$ cat config.mk
export PLATFORM = sky130hd
export DESIGN_NAME = bird_flight_controller
export DESIGN_NICKNAME = d
export VERILOG_FILES = /design/src/rtl/bird_pkg.sv /design/src/rtl/bird_btn_edge.sv /design/src/rtl/bird_flight_controller.sv
export SDC_FILE = /design/constraint.sdc
export NUM_CORES = 1
export LEC_CHECK = 0
export ABC_AREA = 1
export CORE_MARGIN = 3
export CORE_UTILIZATION = 30
export DETAILED_ROUTE_END_ITERATION = 10
export GPL_TIMING_DRIVEN = 0
export SETUP_SLACK_MARGIN = 0.5
export SLEW_MARGIN = 40
export SYNTH_ARGS = -nofsm -noshare
export SYNTH_HDL_FRONTEND = slang
export SYNTH_SLANG_ARGS = --single-unit
export TNS_END_PERCENT = 5
$ cat constraint.sdc
create_clock -name clk -period 6.16 [get_ports clk]
set_clock_uncertainty 0.1 [all_clocks]
set_input_delay 1.848 -clock clk [delete_from_list [all_inputs] [get_ports clk]]
set_output_delay 1.848 -clock clk [all_outputs]
set_load 0.1 [all_outputs]
$ cat src/rtl/bird_pkg.sv
`default_nettype none
// +-----------------------------------------------------------------------------+
// | Module      : bird_pkg                                                      |
// | Description : Shared encodings and screen constants for the bird sprite     |
// |               sequencer, renderer and animation generator.                  |
// | Revision    : 1.0  initial release                                          |
// +-----------------------------------------------------------------------------+
package bird_pkg;

   // Game sequencer state encodings
   localparam logic [1:0] ST_IDLE = 2'd0;
   localparam logic [1:0] ST_FLY  = 2'd1;
   localparam logic [1:0] ST_DEAD = 2'd2;

   // Animation-select codes consumed by the animation generator
   localparam logic [1:0] ANIM_HOVER = 2'b00;
   localparam logic [1:0] ANIM_FLAP  = 2'b01;
   localparam logic [1:0] ANIM_FALL  = 2'b10;
   localparam logic [1:0] ANIM_DEAD  = 2'b11;

   // Screen rows
   localparam int Y_GROUND = 440;
   localparam int Y_START  = 240;

   // Signed add with an upper saturation limit; the 9-bit sum cannot wrap.
   function automatic logic signed [7:0] sat_add(
      input logic signed [7:0] v,
      input logic signed [7:0] inc,
      input logic signed [7:0] lim
   );
      logic signed [8:0] s;
      s = $signed({v[7], v}) + $signed({inc[7], inc});
      if (s > $signed({lim[7], lim}))
         return lim;
      return s[7:0];
   endfunction

endpackage : bird_pkg
`default_nettype wire

$ cat src/rtl/bird_btn_edge.sv
`default_nettype none
// +-----------------------------------------------------------------------------+
// | Module      : bird_btn_edge                                                 |
// | Description : Flap button conditioning: 2-FF synchronizer, optional         |
// |               debounce (BIRD_BTN_DEBOUNCE_EN) and a registered one-cycle    |
// |               rising-edge pulse. Pin-to-pulse latency is 3 clk, plus        |
// |               DEB_CYCLES when the debounce stage is compiled in.            |
// | Revision    : 1.0  initial release                                          |
// +-----------------------------------------------------------------------------+
module bird_btn_edge #(
   parameter int DEB_CYCLES = 500000
) (
   input  logic clk,
   input  logic rst,
   input  logic flap_btn,
   output logic flap_edge
);

   logic r_sync1;
   logic r_sync2;
   logic r_prev;
   logic r_edge;
   logic w_level;

   // Synchronize the raw pin and register the rising edge of the conditioned level
   always_ff @(posedge clk) begin
      if (rst) begin
         r_sync1 <= 1'b0;
         r_sync2 <= 1'b0;
         r_prev  <= 1'b0;
         r_edge  <= 1'b0;
      end else begin
         r_sync1 <= flap_btn;
         r_sync2 <= r_sync1;
         r_prev  <= w_level;
         r_edge  <= w_level & ~r_prev;
      end
   end

`ifdef BIRD_BTN_DEBOUNCE_EN
   localparam int c_DW = (DEB_CYCLES > 1) ? $clog2(DEB_CYCLES) : 1;
   localparam logic [c_DW-1:0] c_DEB_LAST = c_DW'(DEB_CYCLES - 1);

   logic            r_deb;
   logic [c_DW-1:0] r_deb_cnt;

   // Accept a new level only after it has differed from the current one for DEB_CYCLES clk in a row
   always_ff @(posedge clk) begin
      if (rst) begin
         r_deb     <= 1'b0;
         r_deb_cnt <= '0;
      end else if (r_sync2 == r_deb) begin
         r_deb_cnt <= '0;
      end else if (r_deb_cnt == c_DEB_LAST) begin
         r_deb     <= r_sync2;
         r_deb_cnt <= '0;
      end else begin
         r_deb_cnt <= r_deb_cnt + c_DW'(1);
      end
   end

   assign w_level = r_deb;
`else
   // Debounce compiled out: the synchronized level drives the edge detector directly
   // and the window length has no effect.
   if (DEB_CYCLES >= 0) begin : g_raw_level
      assign w_level = r_sync2;
   end
`endif

   assign flap_edge = r_edge;

endmodule : bird_btn_edge
`default_nettype wire

$ cat src/rtl/bird_flight_controller.sv
`default_nettype none
// +-----------------------------------------------------------------------------+
// | Module      : bird_flight_controller                                        |
// | Description : Game-level sequencer for the bird sprite. Divides clk into a  |
// |               physics tick, integrates vertical motion, converts flap       |
// |               presses into impulses, detects death and drives the 2-bit     |
// |               animation-select code. Optional button debounce is enabled    |
// |               with the BIRD_BTN_DEBOUNCE_EN macro.                          |
// | Revision    : 1.0  initial release                                          |
// +-----------------------------------------------------------------------------+
module bird_flight_controller #(
   parameter int TICK_DIV   = 833333,
   parameter int GRAVITY    = 1,
   parameter int FLAP_VEL   = 8,
   parameter int VMAX       = 10,
   parameter int Y_TOP      = 0,
   parameter int Y_GROUND   = bird_pkg::Y_GROUND,
   parameter int Y_START    = bird_pkg::Y_START,
   parameter int DEB_CYCLES = 500000
) (
   input  logic       clk,
   input  logic       rst,
   input  logic       start,
   input  logic       flap_btn,
   input  logic       collide,
   output logic [9:0] bird_y,
   output logic [7:0] bird_vy,
   output logic [1:0] anim_sel,
   output logic       game_over,
   output logic       tick
);
   import bird_pkg::*;

   localparam int c_TW = (TICK_DIV > 1) ? $clog2(TICK_DIV) : 1;
   localparam logic [c_TW-1:0]    c_TICK_LAST = c_TW'(TICK_DIV - 1);
   localparam logic signed [7:0]  c_FLAP_VY   = 8'(-FLAP_VEL);
   localparam logic signed [7:0]  c_GRAVITY   = 8'(GRAVITY);
   localparam logic signed [7:0]  c_VMAX      = 8'(VMAX);
   localparam logic [9:0]         c_Y_TOP     = 10'(Y_TOP);
   localparam logic [9:0]         c_Y_GROUND  = 10'(Y_GROUND);
   localparam logic [9:0]         c_Y_START   = 10'(Y_START);
   localparam logic signed [10:0] c_TOP_S     = 11'(Y_TOP);
   localparam logic signed [10:0] c_GROUND_S  = 11'(Y_GROUND);

   logic [c_TW-1:0]    r_tick_cnt;
   logic               r_tick;
   logic [1:0]         r_state;
   logic [9:0]         r_y;
   logic signed [7:0]  r_vy;
   logic               r_pend;
   logic [1:0]         r_anim;
   logic               r_game_over;

   logic               w_tick_now;
   logic               w_flap_edge;
   logic               w_impulse;
   logic signed [7:0]  w_vy_phys;
   logic signed [10:0] w_y_sum;
   logic [1:0]         w_state_n;
   logic [9:0]         w_y_n;
   logic signed [7:0]  w_vy_n;
   logic               w_pend_n;
   logic [1:0]         w_anim_n;
   logic               w_game_over_n;

   bird_btn_edge #(
      .DEB_CYCLES (DEB_CYCLES)
   ) u_btn (
      .clk       (clk),
      .rst       (rst),
      .flap_btn  (flap_btn),
      .flap_edge (w_flap_edge)
   );

   // The physics step is decided in the cycle the counter wraps
   assign w_tick_now = (r_tick_cnt == c_TICK_LAST);

   // Free-running tick divider; only reset stops it, never a game-state change
   always_ff @(posedge clk) begin
      if (rst) begin
         r_tick_cnt <= '0;
         r_tick     <= 1'b0;
      end else begin
         r_tick     <= w_tick_now;
         r_tick_cnt <= w_tick_now ? '0 : r_tick_cnt + c_TW'(1);
      end
   end

   // State register: game state, kinematics, pending flap and registered outputs
   always_ff @(posedge clk) begin
      if (rst) begin
         r_state     <= ST_IDLE;
         r_y         <= c_Y_START;
         r_vy        <= '0;
         r_pend      <= 1'b0;
         r_anim      <= ANIM_HOVER;
         r_game_over <= 1'b0;
      end else begin
         r_state     <= w_state_n;
         r_y         <= w_y_n;
         r_vy        <= w_vy_n;
         r_pend      <= w_pend_n;
         r_anim      <= w_anim_n;
         r_game_over <= w_game_over_n;
      end
   end

   // Next-state and physics: collision beats a tick, a same-cycle edge is consumed by the tick
   always_comb begin
      w_state_n = r_state;
      w_y_n     = r_y;
      w_vy_n    = r_vy;
      w_pend_n  = r_pend;
      w_impulse = r_pend | w_flap_edge;
      w_vy_phys = w_impulse ? c_FLAP_VY : sat_add(r_vy, c_GRAVITY, c_VMAX);
      w_y_sum   = $signed({1'b0, r_y}) + $signed({{3{w_vy_phys[7]}}, w_vy_phys});

      case (r_state)
         ST_IDLE: begin
            w_y_n    = c_Y_START;
            w_vy_n   = '0;
            w_pend_n = 1'b0;
            if (start || w_flap_edge) begin
               w_state_n = ST_FLY;
               w_vy_n    = c_FLAP_VY;
            end
         end
         ST_FLY: begin
            if (collide) begin
               w_state_n = ST_DEAD;
            end else if (w_tick_now) begin
               w_pend_n = 1'b0;
               if (w_y_sum < c_TOP_S) begin
                  w_y_n  = c_Y_TOP;
                  w_vy_n = '0;
               end else if (w_y_sum >= c_GROUND_S) begin
                  w_y_n     = c_Y_GROUND;
                  w_vy_n    = '0;
                  w_state_n = ST_DEAD;
               end else begin
                  w_y_n  = w_y_sum[9:0];
                  w_vy_n = w_vy_phys;
               end
            end else if (w_flap_edge) begin
               w_pend_n = 1'b1;
            end
         end
         ST_DEAD: begin
            if (start) begin
               w_state_n = ST_IDLE;
               w_y_n     = c_Y_START;
               w_vy_n    = '0;
               w_pend_n  = 1'b0;
            end
         end
         default: begin
            w_state_n = ST_IDLE;
            w_y_n     = c_Y_START;
            w_vy_n    = '0;
            w_pend_n  = 1'b0;
         end
      endcase
   end

   // Output decode from the upcoming state and velocity so outputs register with them
   always_comb begin
      w_anim_n      = ANIM_HOVER;
      w_game_over_n = 1'b0;
      case (w_state_n)
         ST_FLY:  w_anim_n = w_vy_n[7] ? ANIM_FLAP : ANIM_FALL;
         ST_DEAD: begin
            w_anim_n      = ANIM_DEAD;
            w_game_over_n = 1'b1;
         end
         default: w_anim_n = ANIM_HOVER;
      endcase
   end

   assign bird_y    = r_y;
   assign bird_vy   = r_vy;
   assign anim_sel  = r_anim;
   assign game_over = r_game_over;
   assign tick      = r_tick;

endmodule : bird_flight_controller
`default_nettype wire

# After elaboration in Yosys (flattened, before gate mapping)
# Cells that the tools add are included.
[classes]
add_sub_neg = 3
multipliers = 0
n_div = 0
order_cmp = 3
n_eq_ne = 9
shift = 0
muxes = 32
n_bitwise = 3
n_reduce_logical = 5
[op_table]
columns = ["op", "n"]
rows = [
  ["8-bit two-way mux", 9],
  ["10-bit two-way mux", 5],
  ["8-bit one-hot mux with 3 select lines", 1],
  ["20-bit by 1-bit adder with 20-bit output, second input constant", 1],
  ["20-bit == test, second input constant", 1],
  ["10-bit one-hot mux with 2 select lines", 1],
  ["2-bit two-way mux", 7],
  ["11-bit by 8-bit adder with 11-bit output", 1],
  ["11-bit by 10-bit >= comparator with 1-bit output, second input constant", 1],
  ["11-bit by 1-bit < comparator with 1-bit output, second input constant", 1],
  ["8-bit by 2-bit adder with 9-bit output, second input constant", 1],
  ["9-bit by 5-bit greater-than comparator with 1-bit output, second input constant", 1],
  ["1-bit two-way mux", 6],
  ["2-bit inequality test, second input constant", 3],
  ["2-bit one-hot mux with 3 select lines", 1],
  ["3-bit AND reduction", 2],
  ["2-bit by 1-bit == test with 1-bit output, second input constant", 2],
  ["2-bit == test, second input constant", 2],
  ["2-bit one-hot mux with 2 select lines", 1],
  ["3-bit by 2-bit inequality test with 1-bit output, second input constant", 1],
  ["2-bit zero test", 1],
  ["1-bit one-hot mux with 2 select lines", 1],
  ["2-bit OR reduction", 1],
  ["1-bit bitwise AND", 1],
  ["other kinds (3)", 3],
]
[totals]
ff_bits = 49
latch_bits = 0
ramBits = 0
mem_bits_ro = 0
input_bits = 5
output_inout_bits = 22
word_cells = 68
mem_count = 0

# Longest topological paths before layout
# Gate-level depths: netlist of run 1.
[depth]
word_depth = 14
ltp_mapped = 32
depth_no_buf = 32

# Hierarchy
# A second synthesis of run 1 with hierarchy kept.
[unflattened]
hier_cells = 424
hier_area_um2 = 2990.4
[by_module_without_submodules]
columns = ["mod", "instances", "cells_per_inst", "area_per_inst_um2", "seq_area_each_um2"]
rows = [
  ["bird_flight_controller", 1, 412, 2875.3, 900.9],
  ["bird_btn_edge", 1, 12, 115.1, 80.1],
]

# Worst setup path after synthesis of run 1
# OpenSTA, ideal clock, no wires.
[synth_timing]
kind = "register -> register"
from = "reg r_vy[0], in the netlist bird_vy[0]"
to = "reg r_anim[0], in the netlist anim_sel[0]"
setup_ps = 70
arrival_ps = 4712
t_required_ps = 5990
path_slack_ps = 1278
stages_incl_launch_ff = 32
path_buffers = 0
period_less_slack_ps = 4882
cell_sequence = "dfxtp_1 -> ha_1 -> nand3_1 -> xnor2_1 -> inv_1 -> o21ai_0 -> nor2_1 -> nand2_1 -> nand2_1 -> nand2_1 -> nor2_1 -> ha_1 -> inv_1 -> fa_1 -> inv_1 -> nand3_1 -> nand2_1 -> nand2_1 -> nand3b_1 -> nand2_1 -> nor2_1 -> nand2_1 -> nand2_2 -> nand2_4 -> o21ai_2 -> inv_1 -> nand2_1 -> nand2_2 -> inv_2 -> ha_1 -> or2_2 -> a21oi_1"
[synth_between]
elab_chain_len = 14
word_cells_on_any_way = 22
classes_between = "add/sub: 2; order compare: 3; eq/ne: 2; mux: 15"
[synth_rtl]
columns = ["item", "line", "rtl"]
rows = [
  ["from (decl)", "bird_flight_controller.sv:49", "logic signed [7:0] r_vy;"],
  ["from (signal assigned)", "bird_flight_controller.sv:101", "r_vy <= w_vy_n;"],
  ["8-bit by 2-bit adder with 9-bit output *", "bird_pkg.sv:32", "s = $signed({v[7], v}) + $signed({inc[7], inc});"],
  ["9-bit by 5-bit greater-than comparator with 1-bit output", "bird_pkg.sv:33", "if (s > $signed({lim[7], lim}))"],
  ["1-bit two-way mux", "bird_pkg.sv:33", ""],
  ["8-bit two-way mux *", "bird_pkg.sv:35", "return s[7:0];"],
  ["8-bit two-way mux *", "bird_flight_controller.sv:115", "w_vy_phys = w_impulse ? c_FLAP_VY : sat_add(r_vy, c_GRAVITY, c_VMAX);"],
  ["11-bit by 8-bit adder with 11-bit output *", "bird_flight_controller.sv:116", "w_y_sum = $signed({1'b0, r_y}) + $signed({{3{w_vy_phys[7]}}, w_vy_phys});"],
  ["11-bit by 10-bit >= comparator with 1-bit output", "bird_flight_controller.sv:136", "end else if (w_y_sum >= c_GROUND_S) begin"],
  ["2-bit two-way mux", "bird_flight_controller.sv:136", ""],
  ["2-bit two-way mux *", "bird_flight_controller.sv:133", "if (w_y_sum < c_TOP_S) begin"],
  ["2-bit two-way mux *", "bird_flight_controller.sv:131", "end else if (w_tick_now) begin"],
  ["2-bit two-way mux *", "bird_flight_controller.sv:129", "if (collide) begin"],
  ["2-bit one-hot mux with 3 select lines *", "bird_flight_controller.sv:118", "case (r_state)"],
  ["via w_state_n[0]", "bird_flight_controller.sv:59", "logic [1:0] w_state_n;"],
  ["2-bit == test / 2-bit by 1-bit == test with 1-bit output (equally long branches)", "bird_flight_controller.sv:169", "case (w_state_n)"],
  ["2-bit one-hot mux with 2 select lines *", "bird_flight_controller.sv:169", ""],
  ["to (signal assigned)", "bird_flight_controller.sv:103", "r_anim <= w_anim_n;"],
  ["to (decl)", "bird_flight_controller.sv:51", "logic [1:0] r_anim;"],
]
# The timed path passes the listed nets; every way through them passes the cells marked *. The select of a mux whose other input is x is not followed.
# A chain may end at the register's enable or synchronous reset.

# Final worst setup path of run 1
[layout_timing]
from = "reg r_vy[0], in the netlist bird_vy[0]"
to = "reg r_anim[1], in the netlist anim_sel[1]"
# Same word-level chain as after synthesis.

==> impl_metrics.ini, run 1 <==
[worst_setup_path]
critPathLaunch = bird_vy[0]$_SDFFE_PP0P_
critPathLaunchType = flop
critPathRequiredTime_ns = 6.30
timing.rr.start = bird_vy[0]$_SDFFE_PP0P_
worst_path_max_delay_cell = dfxtp_1
criticalPathCategory = flop to flop
cp-end-kind = flop
crit_fanout = 9
arrival_ns = 4.82
cpMostUsedCell = nand2_1
max_stage_delay_ns = 0.47

[die]
coreArea_um2 = 9460
placementRows = 35
io_pins = 27
die-area_um2 = 11200
dieHeight_um = 106
chipWidth_um = 106
initial_utilization_pct = 31.6

[cells_and_area]
drive_gt1_share_pct = 13.6
fin_nets = 491
area_growth_pct = 13.7
fin_util_pct = 35.9
antenna_cells = 0

[grt]
grt_pass1_wl_mm = 11.5
grt_max_degree = 19
grt_usage_pct = 12.4
grt_pass1_vias = 2605
grt_overflow = 0
grt_antenna_before_repair = 0

[timing]
drv_slew = 0
post-route-period-util_pct = 75.9
tns_ns = 0
tightestPinTransition_ns = 0.575
rsz0062_at_grt = false
layout_min_cycle_time_ns = 4.68
fmax_mhz = 214
relSlewSlack_pct = 61.5
setup_viol = 0
finalHoldViolations = 0

[synth]
yosys.area.top_type = dfxtp_1
synth_edf_count = 0
synth_seq_cells = 49
synth.distinct_cells = 42
synth_ff_type = dfxtp_1
netlist_area_um2 = 2990
ys_seq_area_share_pct = 32.9
ys_top_cells_by_area = dfxtp_1, nand2_1, inv_1
yosysWarnings = 0
avgSynthCellArea_um2 = 6.85
async_flop_share_pct = 0
synth_common_cells = nand2_1, inv_1, dfxtp_1
syn-num-nets = 458
syn_inst = 436
synth_top_cell_area_share_pct = 32.9
synth.most_common_cell = nand2_1

[drt]
dr.pass1.iters = 4
vias = 2726
wl_per_cell_um = 11.3
detail-route-antenna-nets = 0
via_per_inst = 4.55
route.detailed.drc = 0
drt-total-wl_mm = 6.77
drt_iter0_drc = 87

[pwr]
p_int_w = 0.000474
comb_power_share_pct = 29.5
switching_power_w = 0.000294
peakVddDrop_mv = 0.0993
seqPwrFrac_pct = 43.7
power_frac_clock_pct = 26.8
p_per_area_nw_per_um2 = 226
leakage_nw = 1.53
switching_share_pct = 38.3

[clock_tree]
cts_tree = built
clk_latency_ns = 0.31
ctsResizeCount = 0
cts_setup_buffers = 0
htree_num_levels = 2
cts-root-buf = clkbuf_8
cts_made_buffers = 5
clock_sink_count = 49
clk_pin_slew_ns = 0.10
clock_path_buffers = 2
cts_hold_buffers = 0

[min_path]
hold_path_class = flop to flop
worstHoldStart = u_btn.r_prev$_SDFF_PP0_

[place]
portBuffers = 26
dp_hpwl_mm = 5.52
place_congestion = 0.852

[run_status]
status = finished, final reports clean

[run]
maxCapViolCount = 0
critical path, delay by kind of cell (launching register included):
family	cells	cell delay (ns)
buf+inv	5	0.33
compound gates	3	0.36
xor+xnor	1	0.17
flops	1	0.47
simple gates	18	2.07
fa+ha+maj	4	1.11
power by group through the flow:
| stage | sequential, W | combinational, W | clock [W] |
|---|---|---|---|
| 2_1_floorplan | 0.000386 | 0.000139 | 0 |
| 3_3_place_gp | 0.000343 | 0.000231 | 0 |
| 3_5_place_dp | 0.000343 | 0.000227 | 0 |
| 4_1_cts | 0.000336 | 0.000228 | 0.000219 |
| 5_1_grt | 0.000337 | 0.000257 | 0.000231 |
| 6_report | 0.000335 | 0.000227 | 0.000206 |
final timing paths:
path,endpoint,slack (ns),cells after the start
min reg2reg,u_btn.flap_edge$_SDFF_PP0_,0.29,1
min,u_btn.flap_edge$_SDFF_PP0_,0.29,1
max reg2reg,anim_sel[1]$_SDFF_PP0_,1.48,31
max,anim_sel[1]$_SDFF_PP0_,1.48,31
cell type report:
| class | count | area (um^2) |
|---|---|---|
| Clock inverter | 3 | 28.8 |
| Inverter | 77 | 289 |
| Tap cell | 129 | 161 |
| Sequential cell | 49 | 981 |
| Multi-Input combinational cell | 308 | 1710 |
| Clock buffer | 5 | 68.8 |
| Fill cell | 1056 | 6060 |
| Timing Repair Buffer | 26 | 150 |
| Buffer | 2 | 7.51 |
registers in the layout (all words and copies together) (netlist names):
signal / flops
anim_sel: 2
u_btn.r_sync1: 1
tick: 1
r_pend: 1
u_btn.r_prev: 1
bird_y: 10
r_tick_cnt: 20
game_over: 1
bird_vy: 8
u_btn.r_sync2: 1
u_btn.flap_edge: 1
r_state: 2
layout by cell type (no fill, tap or decap), drive strengths merged, types with 3 or more instances in the layout:
master	count
nand2	111
inv	78
dfxtp	49
nor2	49
a21oi	31
nand3	29
buf	22
ha	16
o21ai	16
nor3	10
nand4	9
clkbuf	7
xnor2	6
xor2	5
nand3b	4
o22ai	4
clkdlybuf4s50	4
nor3b	3
logic make-up after synthesis:
group           share of synthesized area (%)
simple gates                             34.2
flops                                    32.9
compound gates                           11.7
buf+inv                                  9.93
fa+ha+maj                                7.38
xor+xnor                                 3.86
metrics by stage:
step	total power [W]	instance area, um^2	instances	hold WS [ns]	setup slack, ns
after floorplan	0.000525	2990	436	0.273	1.28
after global placement	0.000573	3410	591	0.280	1.52
after detailed placement	0.000570	3300	591	0.279	1.50
after CTS	0.000782	3390	599	0.296	1.45
after global routing	0.000825	3390	599	0.321	0.945
final	0.000768	3390	599	0.294	1.48
metal layers:
| layer | share of wire (%) | global-route usage (%) |
|---|---|---|
| met2 | 50 | 22.4 |
| met4 | 1.4 | 3.89 |
| met3 | 4.3 | 2.76 |
| met5 | 0 | 0 |
| met1 | 45 | 14.5 |
Power figures use the tool's default switching activity.
==> run 2: changes to the inputs <==
==> constraint.sdc (replaced) <==
create_clock -name clk -period 4.51 [get_ports clk]
set_clock_uncertainty 0.1 [all_clocks]
set_input_delay 1.353 -clock clk [delete_from_list [all_inputs] [get_ports clk]]
set_output_delay 1.353 -clock clk [all_outputs]
set_load 0.1 [all_outputs]
==> run 2 against run 1 <==
- sequential share of layout area fell by 2.3 points
- clock power rose by 52%
- hold slack improved by 0.0075 ns
- critical path depth fell by 2
- sequential power rose by 37%
- power rose by 50%
- wire length rose by 8.3%
- setup slack got worse by 0.97 ns
- clock-buffer cell count rose by 1
- final cell count rose by 3.2%
- die area did not move
- register-to-register slack got worse by 0.97 ns
- largest cell class unchanged
- largest power group unchanged
- highest routed layer unchanged
==> impl_metrics.ini, run 2 (synthesis results as in run 1) <==
[timing]
setup_viol = 0
relSlewSlack_pct = 46.6
finalHoldViolations = 0
post-route-period-util_pct = 88.7
fmax_mhz = 250
rsz0062_at_grt = true
layout_min_cycle_time_ns = 4.00
tightestPinTransition_ns = 0.799
drv_slew = 0
tns_ns = 0

[worst_setup_path]
criticalPathCategory = flop to flop
critPathLaunch = bird_vy[0]$_SDFFE_PP0P_
path_delay_family = simple AND/OR/NAND/NOR gates
arrival_ns = 4.14
critPathLaunchType = flop
critical_path_buf_inv_count = 5
timing.rr.start = bird_vy[0]$_SDFFE_PP0P_
max_stage_delay_ns = 0.38
reg2reg_slack_ns = 0.51
cpMostUsedCell = nand2_1
rr_worst_depth = 29
worst_path_max_delay_cell = dfxtp_4
critPathRequiredTime_ns = 4.65
regToRegEndpoint = anim_sel[1]$_SDFF_PP0_
cp-end-kind = flop
crit_fanout = 5

[cells_and_area]
fin_nets = 510
drive_gt1_share_pct = 24.9
layout_commonest_cell = nand2_1
largest_register_ffs = 20
final_cells = 618
final_cell_mix = nand2_1, inv_1, nor2_1, dfxtp_1
largest_register = r_tick_cnt
fin_util_pct = 40.2
area_growth_pct = 27.2
antenna_cells = 0

[pwr]
p_per_area_nw_per_um2 = 304
peakVddDrop_mv = 0.178
leakage_nw = 1.64

[place]
placedCellCount = 591
dp_hpwl_mm = 5.56
portBuffers = 26
place_congestion = 0.827

[clock_tree]
cts-root-buf = clkbuf_8
clock_sink_count = 49
htree_num_levels = 2
clk_pin_slew_ns = 0.11
clk_latency_ns = 0.31
clock_path_buffers = 2
cts_tree = built
cts_made_buffers = 5

[die]
coreArea_um2 = 9460
die-area_um2 = 11200
initial_utilization_pct = 31.6
placementRows = 35
dieHeight_um = 106
io_pins = 27
chipWidth_um = 106

[run]
maxCapViolCount = 0

[drt]
detail-route-antenna-nets = 0
vias = 2884
drt-total-wl_mm = 7.33
via_per_inst = 4.67
wl_per_cell_um = 11.9
route.detailed.drc = 0
dr.pass1.iters = 4
drt_iter0_drc = 124

[min_path]
worstHoldStart = u_btn.r_prev$_SDFF_PP0_
hold_end = u_btn.flap_edge$_SDFF_PP0_
hold_path_class = flop to flop
hold_depth = 1

[grt]
grt_overflow = 0
grt_usage_pct = 13.3
grt_max_degree = 18
grt_pass1_wl_mm = 12.2
grt_antenna_before_repair = 0
grt_pass1_vias = 2751

[run_status]
status = finished, final reports clean
==> run 2: metal layers <==
metal | global-route usage (%) | up-vias | part of all wire [%]
met3 | 3.00 | 9 | 3.9
met4 | 3.24 | 0 | 1.1
met5 | 0 | - | 0
met1 | 15.8 | 1335 | 45
met2 | 24.1 | 39 | 50
li1 | - | 1501 | -
==> run 2: layout make-up <==
cell class	instances	area (um^2)
fill	979	5660
multi-input combinational	308	1930
sequential	49	1010
timing repair buffer	45	293
inverter	77	289
tap	129	161
clock buffer	6	93.8
clock inverter	2	20.0
buffer	2	7.51
==> run 2: timing repair <==
| item | 4_1_cts | 5_1_grt |
|---|---|---|
| gates resized for setup | 5 | 19 |
| setup endpoints to repair | 3 | 3 |
| buffers inserted | 7 | 12 |
| hold buffers | 0 | 0 |
| pin swaps | 5 | 22 |
| endpoints found under the hold margin | 0 | 0 |
==> run 2: how the worst max path moves through the flow <==
stage                             endpoint  slack (ns)  depth (start not counted)
floorplan           anim_sel[0]$_SDFF_PP0_        0.49                         31
global placement    anim_sel[1]$_SDFF_PP0_        0.28                         30
detailed placement  anim_sel[1]$_SDFF_PP0_        0.18                         30
CTS                 anim_sel[1]$_SDFF_PP0_        0.51                         26
global route        anim_sel[1]$_SDFF_PP0_        0.23                         29
finish              anim_sel[1]$_SDFF_PP0_        0.51                         29
==> run 2: report_power, final <==
| group | internal (W) | switching, W | leakage (nW) |
|---|---|---|---|
| combinational | 0.000127 | 0.000255 | 1.18 |
| sequential | 0.000445 | 0.0000137 | 0.403 |
| clock | 0.000148 | 0.000166 | 0.0584 |
| total | 0.000720 | 0.000435 | 1.64 |
==> run 2: stage by stage <==
step	total power (W)	cell area (um^2)	setup slack (ns)	hold WS, ns
6_report	0.00115	3800	0.509	0.302
5_1_grt	0.00123	3800	0.235	0.326
4_1_cts	0.00113	3610	0.509	0.307
3_5_place_dp	0.000786	3400	0.183	0.290
3_3_place_gp	0.000790	3510	0.285	0.280
2_1_floorplan	0.000723	3090	0.493	0.273
==> variant (config.mk and constraints of run 2) <==
Build with the macro `BIRD_BTN_DEBOUNCE_EN` defined.
--- a/src/rtl/bird_btn_edge.sv
+++ b/src/rtl/bird_btn_edge.sv
@@ -8,4 +8,6 @@
 // | Revision    : 1.0  initial release                                          |
 // +-----------------------------------------------------------------------------+
+`define BIRD_BTN_DEBOUNCE_EN
+
 module bird_btn_edge #(
    parameter int DEB_CYCLES = 500000
Formal check against the unedited RTL: not equivalent (Yosys sat finds a counterexample within 10 cycles, from zero or initial values and one cycle with rst high).
==> variant against run 2 <==
  * Design area grew 29%
  * Total power grew 52%
  * Die area rose by 31%
  * Fmax fell by 0.50%
  * Synthesized area grew 33%
  * Sequential cell count increased by 20
  * Worst setup slack got worse by 0.020 ns
  * Core utilization shrank 1.7 points
  * Combinational power down 31%
  * Routed wire length grew 25%
  * Highest routed layer unchanged
==> variant: results <==
group,metric,value,unit
status,status,"finished clean",
clock_tree,numCtsBuffers,9,
timing,min_period,4.02,ns
global_routing,track_usage,13.1,%
yosys,synth_area_leaders,"dfxtp_1, nand2_1, inv_1",
yosys,ys_seq_area_share,34.9,%
power,p_sw_share,26.4,%
detailed_routing,drt_wl_total,9.14,mm
global_routing,grt_pass1_vias,3499,
floorplan,core,12800,um2
detailed_routing,via_per_inst,4.70,
yosys,synth-xor-area-share,2.21,%
global_routing,grt_pass1_wl,15.7,mm
placement,dp_hpwl,6.86,mm
power,p_leak,2.01,nW
setup_path,cp.arrival,4.19,ns
global_routing,grt_max_degree,13,
setup_path,path_max_fanout,4,
clock_tree,h-tree-depth,3,
power,vdd_ir_drop_max,173,uV
clock_tree,clock-root-buffer,"clkbuf_16",
yosys,synth_compound_area_share,12.5,%
placement,gp_congestion,0.856,
layout,drive_gt1_share,21.4,%
layout,fillerInstances,1313,
clock_tree,clk_latency,0.34,ns
placement,pre_cts_slack,0.313,ns
==> variant: path summary, 6_finish.rpt <==
check / startpoint / end / slack, ns / cells after the start
worst max-delay path: bird_vy[0] / anim_sel[1] / 0.49 / 30
worst min register to register: u_btn.r_prev / u_btn.flap_edge / 0.29 / 1
worst max register to register: bird_vy[0] / anim_sel[1] / 0.49 / 30
worst min-delay path: u_btn.r_prev / u_btn.flap_edge / 0.29 / 1
==> variant: layout make-up <==
cell class	instances	area [um2]	share of cell area [%]
Buffer	4	16.3	0.331
Clock buffer	11	264	5.37
Clock inverter	5	104	2.11
Inverter	106	398	8.10
Multi-Input combinational cell	386	2290	46.6
Sequential cell	69	1400	28.5
Tap cell	172	215	4.38
Timing Repair Buffer	36	225	4.58
==> variant: power groups by stage <==
stage          clock, mW  combinational (mW)  sequential, mW
6_report           0.860               0.263           0.633
5_1_grt            0.901               0.290           0.634
4_1_cts            0.877               0.246           0.633
3_5_place_dp           0               0.235           0.646
3_3_place_gp           0               0.238           0.646
2_1_floorplan          0               0.144           0.690
==> variant: cell families (layout without fill, tap and decap cells) <==
group	after synthesis	after routing
AND/OR/NAND/NOR	275	275
buffers and inverters	110	162
AO/OA/AOI/OAI	83	83
flip-flops	69	69
adder cells (fa/ha/maj)	18	18
XOR/XNOR	10	10
==> variant: stage by stage <==
stage / instance area, um2 / cells
after floorplan: 4030 / 565
after global placement: 4510 / 763
after detailed placement: 4400 / 763
after CTS: 4810 / 783
after global routing: 4910 / 789
final: 4910 / 789
==> variant: timing repair <==
action / in CTS / in global routing
setup buffers: 4 / 6
pin swaps: 7 / 9
resized for setup: 5 / 14
setup endpoints to repair: 2 / 3
==> variant: metal layers <==
metal / wire length [um] / up-vias / part of all wire, % / global-route usage [%]
li1: - / 1924 / - / -
met1: 4280 / 1715 / 47 / 16.5
met2: 4320 / 49 / 47 / 22.0
met3: 372 / 20 / 4.1 / 3.03
met4: 159 / 0 / 1.7 / 4.18
met5: 0 / - / 0 / 0
==> variant: worst register-to-register path: cells and delay by family (launching register included) <==
family | cells | cell delay (ns)
adder cells (fa/ha/maj) | 4 | 0.92
AO/OA/AOI/OAI | 4 | 0.55
AND/OR/NAND/NOR | 16 | 1.54
flip-flops | 1 | 0.37
buffers and inverters | 5 | 0.33
XOR/XNOR | 1 | 0.13
